===== config.mk =====
export PLATFORM = sky130hd
export DESIGN_NAME = mcs4_pc_stack
export DESIGN_NICKNAME = d
export VERILOG_FILES = /design/src/rtl/mcs4_pc_stack_pkg.sv /design/src/rtl/mcs4_addr_incr.sv /design/src/rtl/mcs4_pc_stack.sv
export SDC_FILE = /design/constraint.sdc
export NUM_CORES = 1
export LEC_CHECK = 0
export CAP_MARGIN = 20
export CORE_AREA = 2 2 81 90
export DETAILED_ROUTE_END_ITERATION = 10
export DIE_AREA = 0 0 83 92
export PLACE_DENSITY_LB_ADDON = 0.05
export SYNTH_ARGS = -nofsm -noshare
export SYNTH_HDL_FRONTEND = slang
export SYNTH_SLANG_ARGS = --single-unit

===== constraint.sdc =====
create_clock -name clk -period 2.25 [get_ports clk]
set_clock_uncertainty 0.2 [all_clocks]
set_input_delay 0.225 -clock clk [delete_from_list [all_inputs] [get_ports clk]]
set_output_delay 0.225 -clock clk [all_outputs]
set_load 0.005 [all_outputs]

===== src/rtl/mcs4_pc_stack_pkg.sv =====
// Shared types and constants for the MCS-4 program-counter / subroutine-stack unit.
// Contents: instruction sub-cycle enum, PC command enum, internal pending-op payload,
// stack depth presets for the 4004 and 4040, and the page width used by PAGE jumps.
package mcs4_pc_stack_pkg;

    localparam int unsigned Stack_depth_4004 = 3;
    localparam int unsigned Stack_depth_4040 = 7;
    localparam int unsigned Page_bits        = 8;

    // Eight-phase instruction cycle: three address, two memory, three execute phases.
    typedef enum logic [2:0] {
        CYC_A1, CYC_A2, CYC_A3, CYC_M1, CYC_M2, CYC_X1, CYC_X2, CYC_X3
    } instr_cyc_t;

    typedef enum logic [2:0] {
        PC_INC, PC_JUMP, PC_PAGE, PC_CALL, PC_RET
    } pc_cmd_t;

    typedef enum logic [1:0] {
        OP_NONE, OP_PUSH, OP_POP
    } stack_op_t;

    // Work decided at X2 and committed at X3.
    typedef struct packed {
        logic      vld;
        stack_op_t op;
        logic      ovf;
        logic      unf;
    } pc_pend_t;

endpackage


===== src/rtl/mcs4_addr_incr.sv =====
// ADDR_W-bit incrementer with nibble-group carry lookahead.
// Ports:
//   a    in   ADDR_W   value to increment
//   inc  out  ADDR_W   a + 1 modulo 2^ADDR_W
//   co   out  1        carry out (a was all ones)
module mcs4_addr_incr #(
    parameter int unsigned ADDR_W = 12
) (
    input  logic [ADDR_W-1:0] a,
    output logic [ADDR_W-1:0] inc,
    output logic              co
);

    localparam int unsigned NIB_N = ADDR_W / 4;

    logic [NIB_N:0] cin;

    // A nibble receives the carry only when every lower nibble is all ones.
    always_comb begin
        cin    = '0;
        cin[0] = 1'b1;
        inc    = '0;
        for (int g = 0; g < int'(NIB_N); g++) begin
            cin[g+1]      = cin[g] & (&a[4*g +: 4]);
            inc[4*g +: 4] = a[4*g +: 4] + {3'b000, cin[g]};
        end
        co = cin[NIB_N];
    end

endmodule


===== src/rtl/mcs4_pc_stack.sv =====
// Program counter and circular subroutine stack for the MCS-4 core.
// A command is decoded on the X2 edge and committed on the X3 edge; all other
// phases hold state. Optional macro MCS4_PCSTACK_GUARD_EN turns stack overflow
// and underflow into no-ops and enables the sticky err_o flag.
// Ports:
//   clk, rst_n    clock, asynchronous active-low reset
//   icyc_i        instruction sub-cycle
//   cmd_valid_i   command present (sampled at X2 only)
//   cmd_i         INC / JUMP / PAGE / CALL / RET
//   cmd_addr_i    target address (PAGE uses the low page bits)
//   nib_sel_i     nibble select for addr_nib_o
//   pc_o          program counter
//   addr_nib_o    selected PC nibble (combinational)
//   depth_o       occupied stack entries
//   ovf_o, unf_o  one-clock overflow / underflow pulses
//   err_o         sticky error (guard build only, else 0)
module mcs4_pc_stack
    import mcs4_pc_stack_pkg::*;
#(
    parameter int unsigned ADDR_W      = 12,
    parameter int unsigned STACK_DEPTH = 3,
    parameter int unsigned RST_PC      = 0
) (
    input  logic                               clk,
    input  logic                               rst_n,
    input  instr_cyc_t                         icyc_i,
    input  logic                               cmd_valid_i,
    input  pc_cmd_t                            cmd_i,
    input  logic [ADDR_W-1:0]                  cmd_addr_i,
    input  logic [$clog2(ADDR_W/4)-1:0]        nib_sel_i,
    output logic [ADDR_W-1:0]                  pc_o,
    output logic [3:0]                         addr_nib_o,
    output logic [$clog2(STACK_DEPTH+1)-1:0]   depth_o,
    output logic                               ovf_o,
    output logic                               unf_o,
    output logic                               err_o
);

    localparam int unsigned DEPTH_W = $clog2(STACK_DEPTH + 1);
    localparam int unsigned PTR_W   = (STACK_DEPTH > 1) ? $clog2(STACK_DEPTH) : 1;

    logic [ADDR_W-1:0]  pc_q;
    logic [ADDR_W-1:0]  next_pc_q;
    logic [ADDR_W-1:0]  next_pc_d;
    logic [ADDR_W-1:0]  inc;
    logic               unused_inc_co;
    pc_pend_t           pend_q;
    pc_pend_t           pend_d;
    logic [PTR_W-1:0]   ptr_q;
    logic [PTR_W-1:0]   ptr_inc;
    logic [PTR_W-1:0]   ptr_dec;
    logic [DEPTH_W-1:0] depth_q;
    logic               full;
    logic               empty;
    logic               ovf_q;
    logic               unf_q;
    logic [ADDR_W-1:0]  stack_q [STACK_DEPTH];

    mcs4_addr_incr #(.ADDR_W(ADDR_W)) u_incr (
        .a   (pc_q),
        .inc (inc),
        .co  (unused_inc_co)
    );

    assign full    = (depth_q == DEPTH_W'(STACK_DEPTH));
    assign empty   = (depth_q == '0);
    assign ptr_inc = (ptr_q == PTR_W'(STACK_DEPTH - 1)) ? '0 : ptr_q + PTR_W'(1);
    assign ptr_dec = (ptr_q == '0) ? PTR_W'(STACK_DEPTH - 1) : ptr_q - PTR_W'(1);

    // Command decode: target PC and the stack operation to commit at X3.
    always_comb begin
        next_pc_d  = inc;
        pend_d     = '0;
        pend_d.vld = 1'b1;
        pend_d.op  = OP_NONE;
        if (cmd_valid_i) begin
            case (cmd_i)
                PC_JUMP: next_pc_d = cmd_addr_i;
                PC_PAGE: next_pc_d = {inc[ADDR_W-1:Page_bits], cmd_addr_i[Page_bits-1:0]};
                PC_CALL: begin
                    next_pc_d  = cmd_addr_i;
                    pend_d.ovf = full;
`ifdef MCS4_PCSTACK_GUARD_EN
                    pend_d.op  = full ? OP_NONE : OP_PUSH;
`else
                    pend_d.op  = OP_PUSH;
`endif
                end
                PC_RET: begin
                    pend_d.unf = empty;
`ifdef MCS4_PCSTACK_GUARD_EN
                    if (!empty) begin
                        pend_d.op = OP_POP;
                        next_pc_d = stack_q[ptr_dec];
                    end
`else
                    // An empty pop still walks the pointer back and loads that slot.
                    pend_d.op = OP_POP;
                    next_pc_d = stack_q[ptr_dec];
`endif
                end
                default: next_pc_d = inc;
            endcase
        end
    end

    // Two-stage update: capture at X2, commit at X3, hold otherwise.
    always_ff @(posedge clk or negedge rst_n) begin
        if (!rst_n) begin
            pc_q      <= ADDR_W'(RST_PC);
            next_pc_q <= ADDR_W'(RST_PC);
            pend_q    <= '0;
            ptr_q     <= '0;
            depth_q   <= '0;
            ovf_q     <= 1'b0;
            unf_q     <= 1'b0;
            for (int i = 0; i < int'(STACK_DEPTH); i++) begin
                stack_q[i] <= '0;
            end
        end else begin
            ovf_q <= 1'b0;
            unf_q <= 1'b0;
            if (icyc_i == CYC_X2) begin
                next_pc_q <= next_pc_d;
                pend_q    <= pend_d;
            end else if (icyc_i == CYC_X3 && pend_q.vld) begin
                pc_q   <= next_pc_q;
                ovf_q  <= pend_q.ovf;
                unf_q  <= pend_q.unf;
                pend_q <= '0;
                case (pend_q.op)
                    OP_PUSH: begin
                        // pc_q is unchanged since X2, so inc is still the return address.
                        stack_q[ptr_q] <= inc;
                        ptr_q          <= ptr_inc;
                        if (!full) depth_q <= depth_q + DEPTH_W'(1);
                    end
                    OP_POP: begin
                        ptr_q <= ptr_dec;
                        if (!empty) depth_q <= depth_q - DEPTH_W'(1);
                    end
                    default: ;
                endcase
            end
        end
    end

`ifdef MCS4_PCSTACK_GUARD_EN
    logic err_q;

    // Sticky record of any blocked overflow or underflow.
    always_ff @(posedge clk or negedge rst_n) begin
        if (!rst_n) begin
            err_q <= 1'b0;
        end else if (icyc_i == CYC_X3 && pend_q.vld && (pend_q.ovf || pend_q.unf)) begin
            err_q <= 1'b1;
        end
    end

    assign err_o = err_q;
`else
    assign err_o = 1'b0;
`endif

    assign pc_o       = pc_q;
    assign depth_o    = depth_q;
    assign ovf_o      = ovf_q;
    assign unf_o      = unf_q;
    assign addr_nib_o = 4'(pc_q >> {nib_sel_i, 2'b00});

endmodule


==> impl_metrics.toml <==
[clock_network]
numCtsBuffers = 9
clock_path_buffers = 2
path_clk_slew_ps = 80
postCtsSetupRepairBufs = 0
htreeDepth = 3
clockRootBuffer = "clkbuf_8"
clock_latency_ps = 360
cts_tree = "yes"
cts.sinks = 71

[placed_design]
port_buffers = 42
detailed_place.area_mm2 = 0.004219
pre_cts_ws_ps = 87.45
dp_hpwl_mm = 6.201
gp_congestion = 0.7793

[layout]
diodes = 0
utilization = 0.6489
final_cell_mix = "nand2_1, dfrtp_1, clkdlybuf4s50_1"
stdcell_area_mm2 = 0.004443
final_common_cell = "nand2_1"
drive_above_1_share = 0.1418
areaGrowthSynthToFinish_pct = 23.69
fin_nets = 454

[power_and_ir_drop]
clkPwrFrac = 0.282
p_sw_mw = 1.168
power.share.combinational = 0.289
power_frac_seq = 0.429
p_per_area_mw_per_mm2 = 825.8
ir_worst_vdd_mv = 0.4738
power.share.switching = 0.3185
p_int_mw = 2.500
p_leak_nw = 2.029

[floorplanning]
start_util = 0.5247
die_w_um = 83
core_area_mm2 = 0.006847
die_y_um = 92
ios = 44
fp-row-count = 32
die_area_mm2 = 0.007636

[synthesis]
yosys_warnings = 0
syn_area_per_cell_um2 = 9.896
postSynthCellCount = 363
ys.flop_type = "dfrtp_1"
synthesis.nets = 399
synthTopCellsByArea = "dfrtp_1, nand2_1, o21ai_0"
synth_edf_count = 0
synth_seq_cells = 71
synthArstFlopShare = 1.000
seq_area_frac_synth = 0.4946
synth_area_mm2 = 0.003592
ys_types = 43
synth_area_leader_cell = "dfrtp_1"
post-synth-top-area-fraction = 0.4946

[run]
maxCapViolCount = 0

[worst_setup_path]
reg2reg_slack_ps = 160
path_class = "input pin to output port"
startpoint_type = "input pin"
cp_slowest_stage_delay_ps = 540
worstPathRequired_ps = 1820
cp_slowest_cell = "clkdlybuf4s50_1"
cpMostUsedCell = "clkdlybuf4s50_1"
critPathArrivalTime_ps = 1670
r2r.worst_path.cells = 7
cp-end-kind = "output port"
path_max_fanout = 5
crit_chain = "clkdlybuf4s50_1, nor2b_2, nand2_1, o21ai_0, clkdlybuf4s50_1"

[routing]
postRouteAntennaNets = 0
drt_iter0_markers = 125
viasPerCell = 5.533
avgRoutedWirePerCell_um = 16.64
drc = 0
wl_mm = 8.452
vias = 2811
firstDrtPassIters = 4

[timing]
fmax_mhz = 478.4
tightest_slew_ps = 626.2
finalCritPeriodShare = 0.9291
setup_slack_ps = 159.5
hold_viol = 0
finalCriticalPeriod_ps = 2091
drv_slew = 0
rsz0062_at_grt = "no"
timing.hold.ws_ps = 180.7
setup_viol = 0
fin_setup_tns_ps = 0
relSlewSlack = 0.5781

[global_routing]
grt_pass1_wl_mm = 14.17
antenna_found_initial = 0
grt_max_degree = 30
grt-ovfl-total = 0
grt_pass1_vias = 2895
grt.total_usage = 0.2378

[min_path]
hold_class = "input pin to async pin"

[status]
status = "finished, final reports clean"
## registers in the layout (all words and copies together), names as in the netlist
register / flops
depth_o: 2
next_pc_q: 12
ovf_o: 1
pc_o: 12
pend_q: 5
ptr_q: 2
stack_q: 36
unf_o: 1
## metrics by stage
stage               std cells  power [mW]
finish                    508       3.669
global placement          491       2.629
floorplan                 363       2.093
CTS                       508       3.688
detailed placement        491       2.647
global route              508       3.871
## cell type report
| type | instances | area [um^2] |
|---|---|---|
| inverters | 6 | 22.52 |
| flip-flops and latches | 71 | 1777 |
| repair buffers | 64 | 633.1 |
| clock inverters | 5 | 57.56 |
| fillers | 564 | 2404 |
| multi-input cells | 266 | 1705 |
| well taps | 85 | 106.4 |
| clock buffers | 11 | 141.4 |
## routing by layer
layer	share of wire	vias to the layer above	track usage	wire length [um]
li1	-	1386	-	-
met1	0.44	1346	0.3021	3712
met4	0.028	0	0.1148	233
met5	0	-	0	0
met3	0.042	18	0.04410	352
met2	0.49	61	0.3931	4153
## Yosys cell counts (5+ instances only)
| cell | instances |
|---|---|
| o21ai_0 | 37 |
| mux2i_1 | 18 |
| clkbuf_1 | 7 |
| o22ai_1 | 5 |
| mux2_2 | 15 |
| o21ai_1 | 10 |
| a21oi_1 | 9 |
| a22oi_1 | 7 |
| buf_2 | 7 |
| nand2_1 | 76 |
| ha_1 | 13 |
| nand3_1 | 18 |
| and2_1 | 5 |
| dfrtp_1 | 71 |
| nor2_1 | 11 |
| inv_1 | 6 |
## cell families after synthesis
logic type,after synthesis,synth area share
DFF,71,0.4946
adders and majority gates,13,0.04528
and+or+nand+nor,128,0.1703
buffers and inverters,26,0.03483
AOI/OAI and AO/OA,85,0.1421
other,1,0.001044
xor gates and xnor gates,6,0.01463
muxes,33,0.09718
## critical path, delay by kind of cell
kind	cells	cell delay (ps)
AOI/OAI and AO/OA	1	90
buffers and inverters	2	1070
and+or+nand+nor	2	290
## power groups by stage
stage	clock, mW	sequential, mW	combinational, mW
detailed placement	0	1.60	1.05
CTS	1.06	1.57	1.05
floorplan	0	1.58	0.516
global placement	0	1.59	1.04
global route	1.11	1.60	1.17
finish	1.04	1.57	1.06
## path summary, 6_finish.rpt
path                                   start             to
worst max-delay path            nib_sel_i[1]  addr_nib_o[3]
worst min-delay path                   rst_n     depth_o[1]
worst max register to register      ptr_q[0]   next_pc_q[1]
worst min register to register  next_pc_q[2]        pc_o[2]
max in group asynchronous              rst_n    stack_q[13]
min in group clk                next_pc_q[2]        pc_o[2]
## timing repair
item                                   in CTS  in global routing
setup endpoints to repair                   0                  7
hold buffers                                1                  0
resized for setup                           0                  3
endpoints found under the hold margin      19                  0
Power figures use the tool's default switching activity.
